<file path="config.mk">
export PLATFORM = sky130hd
export DESIGN_NAME = pool_window_feeder
export DESIGN_NICKNAME = d
export VERILOG_FILES = /design/src/rtl/pool_pkg.sv /design/src/rtl/pool_window_feeder_strip_buffer.sv /design/src/rtl/pool_window_feeder.sv
export SDC_FILE = /design/constraint.sdc
export NUM_CORES = 2
export LEC_CHECK = 0
export ABC_AREA = 1
export CELL_PAD_IN_SITES_DETAIL_PLACEMENT = 0
export CELL_PAD_IN_SITES_GLOBAL_PLACEMENT = 2
export CORE_MARGIN = 2
export CORE_UTILIZATION = 43
export DETAILED_ROUTE_END_ITERATION = 10
export GPL_ROUTABILITY_DRIVEN = 1
export PLACE_DENSITY_LB_ADDON = 0.1
export SETUP_SLACK_MARGIN = 0.05
export SYNTH_ARGS = -nofsm -noshare
export SYNTH_HDL_FRONTEND = slang
export SYNTH_HIERARCHICAL = 1
export SYNTH_SLANG_ARGS = --single-unit
</file>
<file path="constraint.sdc">
create_clock -name clk -period 9.9 [get_ports clk]
set_clock_uncertainty 0.05 [all_clocks]
set_input_delay 1.98 -clock clk [delete_from_list [all_inputs] [get_ports clk]]
set_output_delay 1.98 -clock clk [all_outputs]
set_load 0.03 [all_outputs]
</file>
<file path="src/rtl/pool_pkg.sv">
// pool_pkg: feeder state encoding and width helpers shared by the pooling blocks
package pool_pkg;
  typedef enum logic [1:0] {FILL, DRAIN, FILL_DRAIN} state_t;
  function automatic int cw(input int n);
    return n > 1 ? $clog2(n) : 1;
  endfunction
  function automatic int win_px(input int k);
    return k * k;
  endfunction
endpackage

</file>
<file path="src/rtl/pool_window_feeder_strip_buffer.sv">
// strip_buffer: one strip of pixels, one write port, one registered read port
module strip_buffer import pool_pkg::*; #(
  parameter int W = 16,
  parameter int N = 8,
  parameter int AW = cw(N)
)(
  input  logic          clk,
  input  logic          reset,
  input  logic          we,
  input  logic [AW-1:0] wr_addr,
  input  logic [W-1:0]  wr_data,
  input  logic          re,
  input  logic [AW-1:0] rd_addr,
  output logic [W-1:0]  rd_data
);
  logic [W-1:0] mem [N];
  always_ff @(posedge clk)
    if (we) mem[wr_addr] <= wr_data;
  always_ff @(posedge clk or posedge reset)
    if (reset) rd_data <= '0;
    else if (re) rd_data <= mem[rd_addr];
endmodule

</file>
<file path="src/rtl/pool_window_feeder.sv">
// pool_window_feeder: buffers KERNAL_SIZE-row strips and replays them window by window
// POOL_FEEDER_PINGPONG_EN selects two strip buffers so filling overlaps draining.
module pool_window_feeder import pool_pkg::*; #(
  parameter int KERNAL_SIZE = 2,
  parameter int DEPTH = 8,
  parameter int DATA_WIDTH = 16,
  parameter int MAP_WIDTH = 8,
  parameter int MAP_HEIGHT = 8
)(
  input  logic                          clk,
  input  logic                          reset,
  input  logic                          in_valid,
  output logic                          in_ready,
  input  logic [DEPTH*DATA_WIDTH-1:0]   neuron_in,
  output logic                          out_valid,
  output logic [KERNAL_SIZE**2-1:0]     count,
  output logic [DEPTH*DATA_WIDTH-1:0]   neuron_out,
  output logic                          frame_done
);
  localparam int K = KERNAL_SIZE, KK = win_px(K), MW = MAP_WIDTH, N = K * MW, S = MAP_HEIGHT / K;
  localparam int DW = DEPTH * DATA_WIDTH, AW = cw(N), IW = cw(N + 1), CW = cw(MW), RW = cw(K), SW = cw(S);
`ifdef POOL_FEEDER_PINGPONG_EN
  localparam int NBUF = 2;
`else
  localparam int NBUF = 1;
`endif
  localparam bit PP = NBUF == 2;
  localparam logic [CW-1:0] COL_MAX = CW'(MW - 1);
  localparam logic [RW-1:0] ROW_MAX = RW'(K - 1);
  localparam logic [SW-1:0] STRIP_MAX = SW'(S - 1);
  localparam logic [IW-1:0] N_I = IW'(N), LAST_I = IW'(N - 1);
  localparam logic [KK-1:0] KK_C = KK'(KK);
  state_t state, state_nxt;
  logic [CW-1:0] col;
  logic [RW-1:0] row;
  logic [SW-1:0] strip;
  logic [IW-1:0] d, rd_idx;
  logic [AW-1:0] wr_addr, rd_addr;
  logic wb, rb, sel, sel_q, acc, strip_done, drain_end, start, issue, last_px;
  logic [DW-1:0] rdata [NBUF];
  assign acc = in_valid && in_ready;
  assign strip_done = acc && col == COL_MAX && row == ROW_MAX;
  assign drain_end = d == N_I;
  assign last_px = rd_idx == LAST_I;
  assign wr_addr = AW'(int'(row) * MW + int'(col));
  // window w, pixel p of the strip: row p/K, column w*K + p%K
  assign rd_addr = AW'((int'(rd_idx) % KK) / K * MW + int'(rd_idx) / KK * K + int'(rd_idx) % K);
  assign neuron_out = (NBUF > 1 && sel_q) ? rdata[NBUF-1] : rdata[0];
  for (genvar i = 0; i < NBUF; i++) begin : g_buf
    strip_buffer #(.W(DW), .N(N), .AW(AW)) u_buf (
      .clk(clk), .reset(reset),
      .we(acc && wb == 1'(i)), .wr_addr(wr_addr), .wr_data(neuron_in),
      .re(issue && sel == 1'(i)), .rd_addr(rd_addr), .rd_data(rdata[i])
    );
  end
  always_ff @(posedge clk or posedge reset)
    if (reset) state <= FILL;
    else state <= state_nxt;
  // in DRAIN with two buffers a completed strip is always waiting behind the active one
  always_comb begin
    state_nxt = state == FILL  ? (start ? (PP ? FILL_DRAIN : DRAIN) : FILL)
              : state == DRAIN ? (drain_end ? (PP ? FILL_DRAIN : FILL) : DRAIN)
              : drain_end      ? (strip_done ? FILL_DRAIN : FILL)
              :                  (strip_done ? DRAIN : FILL_DRAIN);
  end
  always_comb begin
    in_ready = state != DRAIN;
    start = (PP && state == DRAIN && drain_end) ||
            (strip_done && (state == FILL || (state == FILL_DRAIN && drain_end)));
    issue = start || (state != FILL && !drain_end);
    rd_idx = start ? '0 : d;
    sel = !start ? rb : state == DRAIN ? !rb : wb;
  end
  always_ff @(posedge clk or posedge reset)
    if (reset) begin
      col <= '0;
      row <= '0;
      strip <= '0;
      d <= '0;
      wb <= 1'b0;
      rb <= 1'b0;
      sel_q <= 1'b0;
      out_valid <= 1'b0;
      count <= '0;
      frame_done <= 1'b0;
    end else begin
      if (acc) col <= col == COL_MAX ? '0 : col + 1'b1;
      if (acc && col == COL_MAX) row <= row == ROW_MAX ? '0 : row + 1'b1;
      if (issue && last_px) strip <= strip == STRIP_MAX ? '0 : strip + 1'b1;
      wb <= wb ^ (PP && strip_done);
      if (start) rb <= sel;
      if (issue) sel_q <= sel;
      d <= issue ? rd_idx + 1'b1 : '0;
      out_valid <= issue;
      count <= issue ? (count == KK_C ? KK'(1) : count + 1'b1) : '0;
      frame_done <= issue && last_px && strip == STRIP_MAX;
    end
endmodule

</file>
### After elaboration in Yosys (flattened, before gate mapping)

Memories as Yosys holds them, arrays and structs flattened. A register that Yosys moved wholly into a read port is not among the register bits.
Cells that the tools add are included.

* equality and inequality tests: 8
* div/mod/pow operators: 0
* reduce and logical (&&, ||, !) cells: 15
* $add $sub $neg: 8
* multipliers: 0
* bitwise operators: 1
* order comparisons: 0
* shift operators: 0
* muxes and demuxes: 18

Operators with widths (count)
* $mux 2: 6
* $mux 5: 2
* $logic_and 1x1->1: 9
* $mux 4: 2
* $mux 1: 7
* $add 5x1->5 const B: 1
* $eq 5x4->1 const B: 1
* $eq 5x5->1 const B: 1
* $add 4x1->4: 1
* $add 4x1->4 const B: 1
* $add 4x3->4: 1
* $add 4x4->4: 1
* $eq 2x2->1 const B: 2
* $eq 4x3->1 const B: 1
* $add 3x1->3 const B: 1
* $eq 3x3->1 const B: 1
* $mux 3: 1
* $add 2x1->2 const B: 1
* $eq 2x1->1 const B: 1
* $logic_not 1->1: 2
* $logic_not 2->1: 1
* $logic_or 1x1->1: 2
* $ne 2x1->1 const B: 1
* $reduce_bool 2->1: 1
* 2 further kinds: 2

* output and inout bits: 135
* latch bits: 0
* memory bits (writable): 2048
* word-level logic and storage cells: 60
* register bits: 20
* bits of input ports: 131
* memory bits (read-only): 0
* memories: 1

Memory list
* g_buf[0].u_buf.mem: depth 16, width 128, rd ports 1, clocked after Yosys merged registers in 1, write ports 1, RTL line pool_window_feeder_strip_buffer.sv:16 `logic [W-1:0] mem [N];`

### Longest topological paths before layout

* depth in word-level cells: 9
* depth in mapped cells: 19
* depth with buffers taken out: 16

### Modules after synthesis

Netlist, hierarchy kept.

Modules (own cells, without submodules)
* strip_buffer: cells an instance 6952, seq. area each 64702.1 um^2, area each 85502.0 um^2, instances 1
* pool_window_feeder: cells an instance 116, seq. area each 500.5 um^2, area each 1054.8 um^2, instances 1

### Worst setup path before layout

No wires, ideal clock.

* kind: input-to-reg
* start: input port in_valid
* end: memory g_buf[0].u_buf/mem[12][0] (netlist bit) (enable)
* data required time: 9233 ps
* slack: 1545 ps
* path buffers: 0
* data arrival time: 7687 ps
* cell stages on the path: 4
* cells stage by stage: nand2_1 -> inv_1 -> nand3_1 -> nor2_1

* cells in the longest elaborated chain, start to end: 3

Ends and longest elaborated chain
* from (decl): RTL line pool_window_feeder.sv:12 `input logic in_valid,`
* $logic_and 1x1->1: RTL line pool_window_feeder.sv:41 `assign acc = in_valid && in_ready;`
* via acc: RTL line pool_window_feeder.sv:39 `logic wb, rb, sel, sel_q, acc, strip_done, drain_end, start, issue, last_px;`
* $mux 1: RTL line pool_window_feeder_strip_buffer.sv:18 `if (we) mem[wr_addr] <= wr_data;`
* $mux 1 (not written as such): RTL line pool_window_feeder_strip_buffer.sv:18
* to (decl): RTL line pool_window_feeder_strip_buffer.sv:16

The timed path passes the listed nets, and every way through them passes these cells.

### Final worst setup path

* start: input port in_valid
* end: register g_buf[0].u_buf.rd_data[77], read port of g_buf[0].u_buf.mem

RTL lines
* $logic_and 1x1->1: RTL line pool_window_feeder.sv:41
* $logic_and 1x1->1 (2 in a row): RTL line pool_window_feeder.sv:42 `assign strip_done = acc && col == COL_MAX && row == ROW_MAX;`
* $logic_and 1x1->1: RTL line pool_window_feeder.sv:69 `(strip_done && (state == FILL || (state == FILL_DRAIN && drain_end)));`
* $mux 5: RTL line pool_window_feeder.sv:71 `rd_idx = start ? '0 : d;`
* $add 4x1->4: RTL line pool_window_feeder.sv:47 `assign rd_addr = AW'((int'(rd_idx) % KK) / K * MW + int'(rd_idx) / KK * K + int'(rd_idx) % K);`
* via rd_addr[0]: RTL line pool_window_feeder.sv:38 `logic [AW-1:0] wr_addr, rd_addr;`
* to (decl): RTL line pool_window_feeder_strip_buffer.sv:14 `output logic [W-1:0] rd_data`

The timed path passes the listed nets, and every way through them passes these cells.
A chain may end at the register's enable or synchronous reset.

==> flow_metrics.tcl <==
set metrics [dict create \
    max_freq_mhz 189 \
    fp.dieW_um 453 \
    grt_pass1_vias 54000 \
    place.gp.congestion 0.728 \
    final_net_count 7335 \
    tns_ns 0 \
    drc_errors 0 \
    finalHoldViolations 0 \
    p_sw_mw 9.79 \
    clock_path_buffers 3 \
    finalCritPeriodShare 0.534 \
    root_buffer "clkbuf_16" \
    outcome "complete, no violations" \
    vdd_drop_max_v 0.000275 \
    end_kind "flop" \
    met3_usage 0.0304 \
    numCtsBuffers 231 \
    rows 164 \
    grt-busiest-layer "met2" \
    post_cts_resized 0 \
    synthXorXnorAreaFrac 0.000304 \
    power.density_nw_per_um2 286 \
    path_class "input port to flop" \
    htreeDepth 4 \
    synth_ff_type "edfxtp_1" \
    dp.cells 9619 \
    synth_area_per_cell_sq_um 12.2 \
    max_cap_violations 0 \
    yosysMostFrequentCell "nand2_1" \
    ys_warn_count 6 \
    synth_adder_area_share 0.00116 \
    core_area_sq_um 200000 \
    worstPathMaxFanout 198 \
    combPwrFrac 0.282 \
    ys_top_cells_by_count "2,467 x nand2_1, 2,048 x edfxtp_1, 1,863 x nand3_1" \
    area_growth_pct 14.4 \
    synthesis.nets 7207 \
    layout_min_cycle_time_ns 5.29 \
    drive_gt1_frac 0.0624 \
    vias_per_cell 5.43 \
    ys_types 26 \
    totalWireLength_mm 253 \
    seqPwrFrac 0.416 \
    worstMarginPinSlew_ns 1.19 \
    grt_start_max_net_pins 199 \
    nFillCells 17600 \
    ys_ff_latch 2196 \
    die_h_um 453 \
    synth-compound-area-share 0.000463 \
    io_buffers 265 \
    multi_input_area_sq_um 19100 \
    drtIter0Drc 4824 \
    cts_hold_buffers 0 \
    syn_area_sq_um 86600 \
    intPower_mw 18.5 \
    start_util 0.433 \
    synthSimpleGateAreaFrac 0.218 \
    globalRouteMet1Util 0.328 \
    antenna_found_initial 33 \
    p_leak_nw 35.4 \
    drv_slew 0 \
    slew_headroom 0.205 \
    cp-start-kind "input port" \
    grt_pass1_wl_mm 371 \
    cp.arrival_ns 6.03 \
    gr-total-overflow 0 \
    wl_per_cell_um 25.1 \
    dieArea_sq_um 205000 \
    yosys.area.top_type "edfxtp_1" \
    globalRouteMet2Util 0.427 \
    io-pin-count 266 \
    vias 54700 \
    setup_viol 0 \
    synth_top_area_share 0.711 \
    clk_latency_ns 0.86 \
    grt_usage 0.246 \
    clkTransAtPathRegs_ns 0.06 \
    clock_power_share 0.301 \
    ant_nets 0 \
    synth_edf_count 2048 \
    seqCellArea_sq_um 65200 \
    dr.pass1.iters 5 \
    post-cts-setup-buffers 0 \
    hp-class "flop to flop" \
    swShare 0.346 \
    synth-seq-area-share 0.753 \
    stdcell_count 10100 \
    clkSinkCount 2196 \
    synthArstFlopShare 0.0674 \
    netlist_instances 7068 \
    cp.required_ns 10.64 \
    rsz0062_at_grt "no" \
    synthMuxAreaShare 0 \
    total_power_mw 28.3 \
    synth_top_family_by_area "simple AND/OR/NAND/NOR gates" \
    synth.area.top_cells "edfxtp_1 71%, nand3_1 11%, nand2_1 11%" \
    hpwl_mm 111 \
    cts_tree "done" \
]
## state kept, by name, indices dropped and copies added, names as in the netlist
register and cells:
col 3, count 4, d 5, frame_done 1
g_buf.u_buf/mem 2048, g_buf.u_buf/rd_data 128, out_valid 1, rb 1
row 1, state 2, strip 2
## cell usage in the layout (no fill, tap or decap), types with 2 or more instances in the layout
cell type,n
diode_2,12
clkinv_1,25
buf_4,57
clkinv_2,33
bufinv_16,11
nand2_1,2467
o21ai_0,3
clkinvlp_4,6
nand3_1,1863
dfrtp_1,148
clkinv_8,4
clkbuf_8,44
clkbuf_16,237
nor2_2,2
nand3b_1,2
buf_12,26
inv_6,4
edfxtp_1,2048
inv_8,8
inv_1,17
nand2_4,3
nor2_1,15
xor2_1,2
ha_1,8
nor2_4,17
clkbuf_1,74
nand3_4,2
clkdlybuf4s50_1,265
## per-layer routing
metal / routed length (um) / share of wire / vias to the layer above
met5: 61 / 0.00024 / -
met4: 5060 / 0.020 / 10
met2: 127000 / 0.50 / 1338
met3: 11200 / 0.044 / 338
li1: - / - / 25300
met1: 109000 / 0.43 / 27800
## cell type report
class                      instances  share of cell area
antenna                           12            0.000303
clock inverter                    83             0.00742
multi-input combinational       4391               0.193
timing repair buffer             348              0.0364
inverter                          28             0.00186
tap                             2656              0.0336
sequential                      2196               0.658
clock buffer                     355              0.0688
## final timing paths
| path | start | endpoint | slack, ns | depth (start not counted) |
|---|---|---|---|---|
| worst max-delay path | in_valid | g_buf[0].u_buf/rd_data[77] | 4.61 | 14 |
| worst min-delay path | g_buf[0].u_buf/rd_data[29] | g_buf[0].u_buf/rd_data[29] | 0.42 | 2 |
| worst max register to register | col[0] | g_buf[0].u_buf/rd_data[77] | 5.32 | 15 |
| worst min register to register | g_buf[0].u_buf/rd_data[29] | g_buf[0].u_buf/rd_data[29] | 0.42 | 2 |
| max in group asynchronous | reset | g_buf[0].u_buf/rd_data[44] | 6.85 | 3 |
| min in group asynchronous | reset | g_buf[0].u_buf/rd_data[0] | 1.65 | 2 |
## through the flow
step | cell area [sq um] | hold WS (ns) | utilization | setup WS (ns)
final | 99000 | 0.424 | 0.496 | 4.61
after global routing | 99000 | 0.450 | 0.495 | 4.34
after global placement | 91500 | 0.414 | 0.458 | 3.73
after floorplan | 86600 | 0.396 | - | 1.55
after CTS | 99000 | 0.431 | 0.495 | 4.65
after detailed placement | 91500 | 0.414 | 0.458 | 3.72
## critical path, cell delays in order
cell,delay (ns)
clkdlybuf4s50_1,0.46
nand3_4,0.14
nor2_8,0.05
nand3_4,0.12
nand2_1,0.15
inv_8,0.54
buf_4,0.72
buf_12,0.63
nand2_1,0.13
nand3_1,0.13
nand3_1,0.09
nand3_1,0.16
nand3_1,0.10
nand2_1,0.08
## cells by family after synthesis
family	count (synthesis)
and+or+nand+nor	4374
DFF	2196
buffers and inverters	481
adders and majority gates	8
AOI/OAI and AO/OA	6
xor gates and xnor gates	3
## power by group through the flow
stage	Combinational, mW	Clock, mW	Sequential, mW
6_report	8.00	8.53	11.8
2_1_floorplan	4.65	0	12.5
3_5_place_dp	8.12	0	12.0
4_1_cts	8.13	8.70	11.8
5_1_grt	8.84	9.05	11.9
3_3_place_gp	8.10	0	12.0
(Power assumes the default switching activity.)
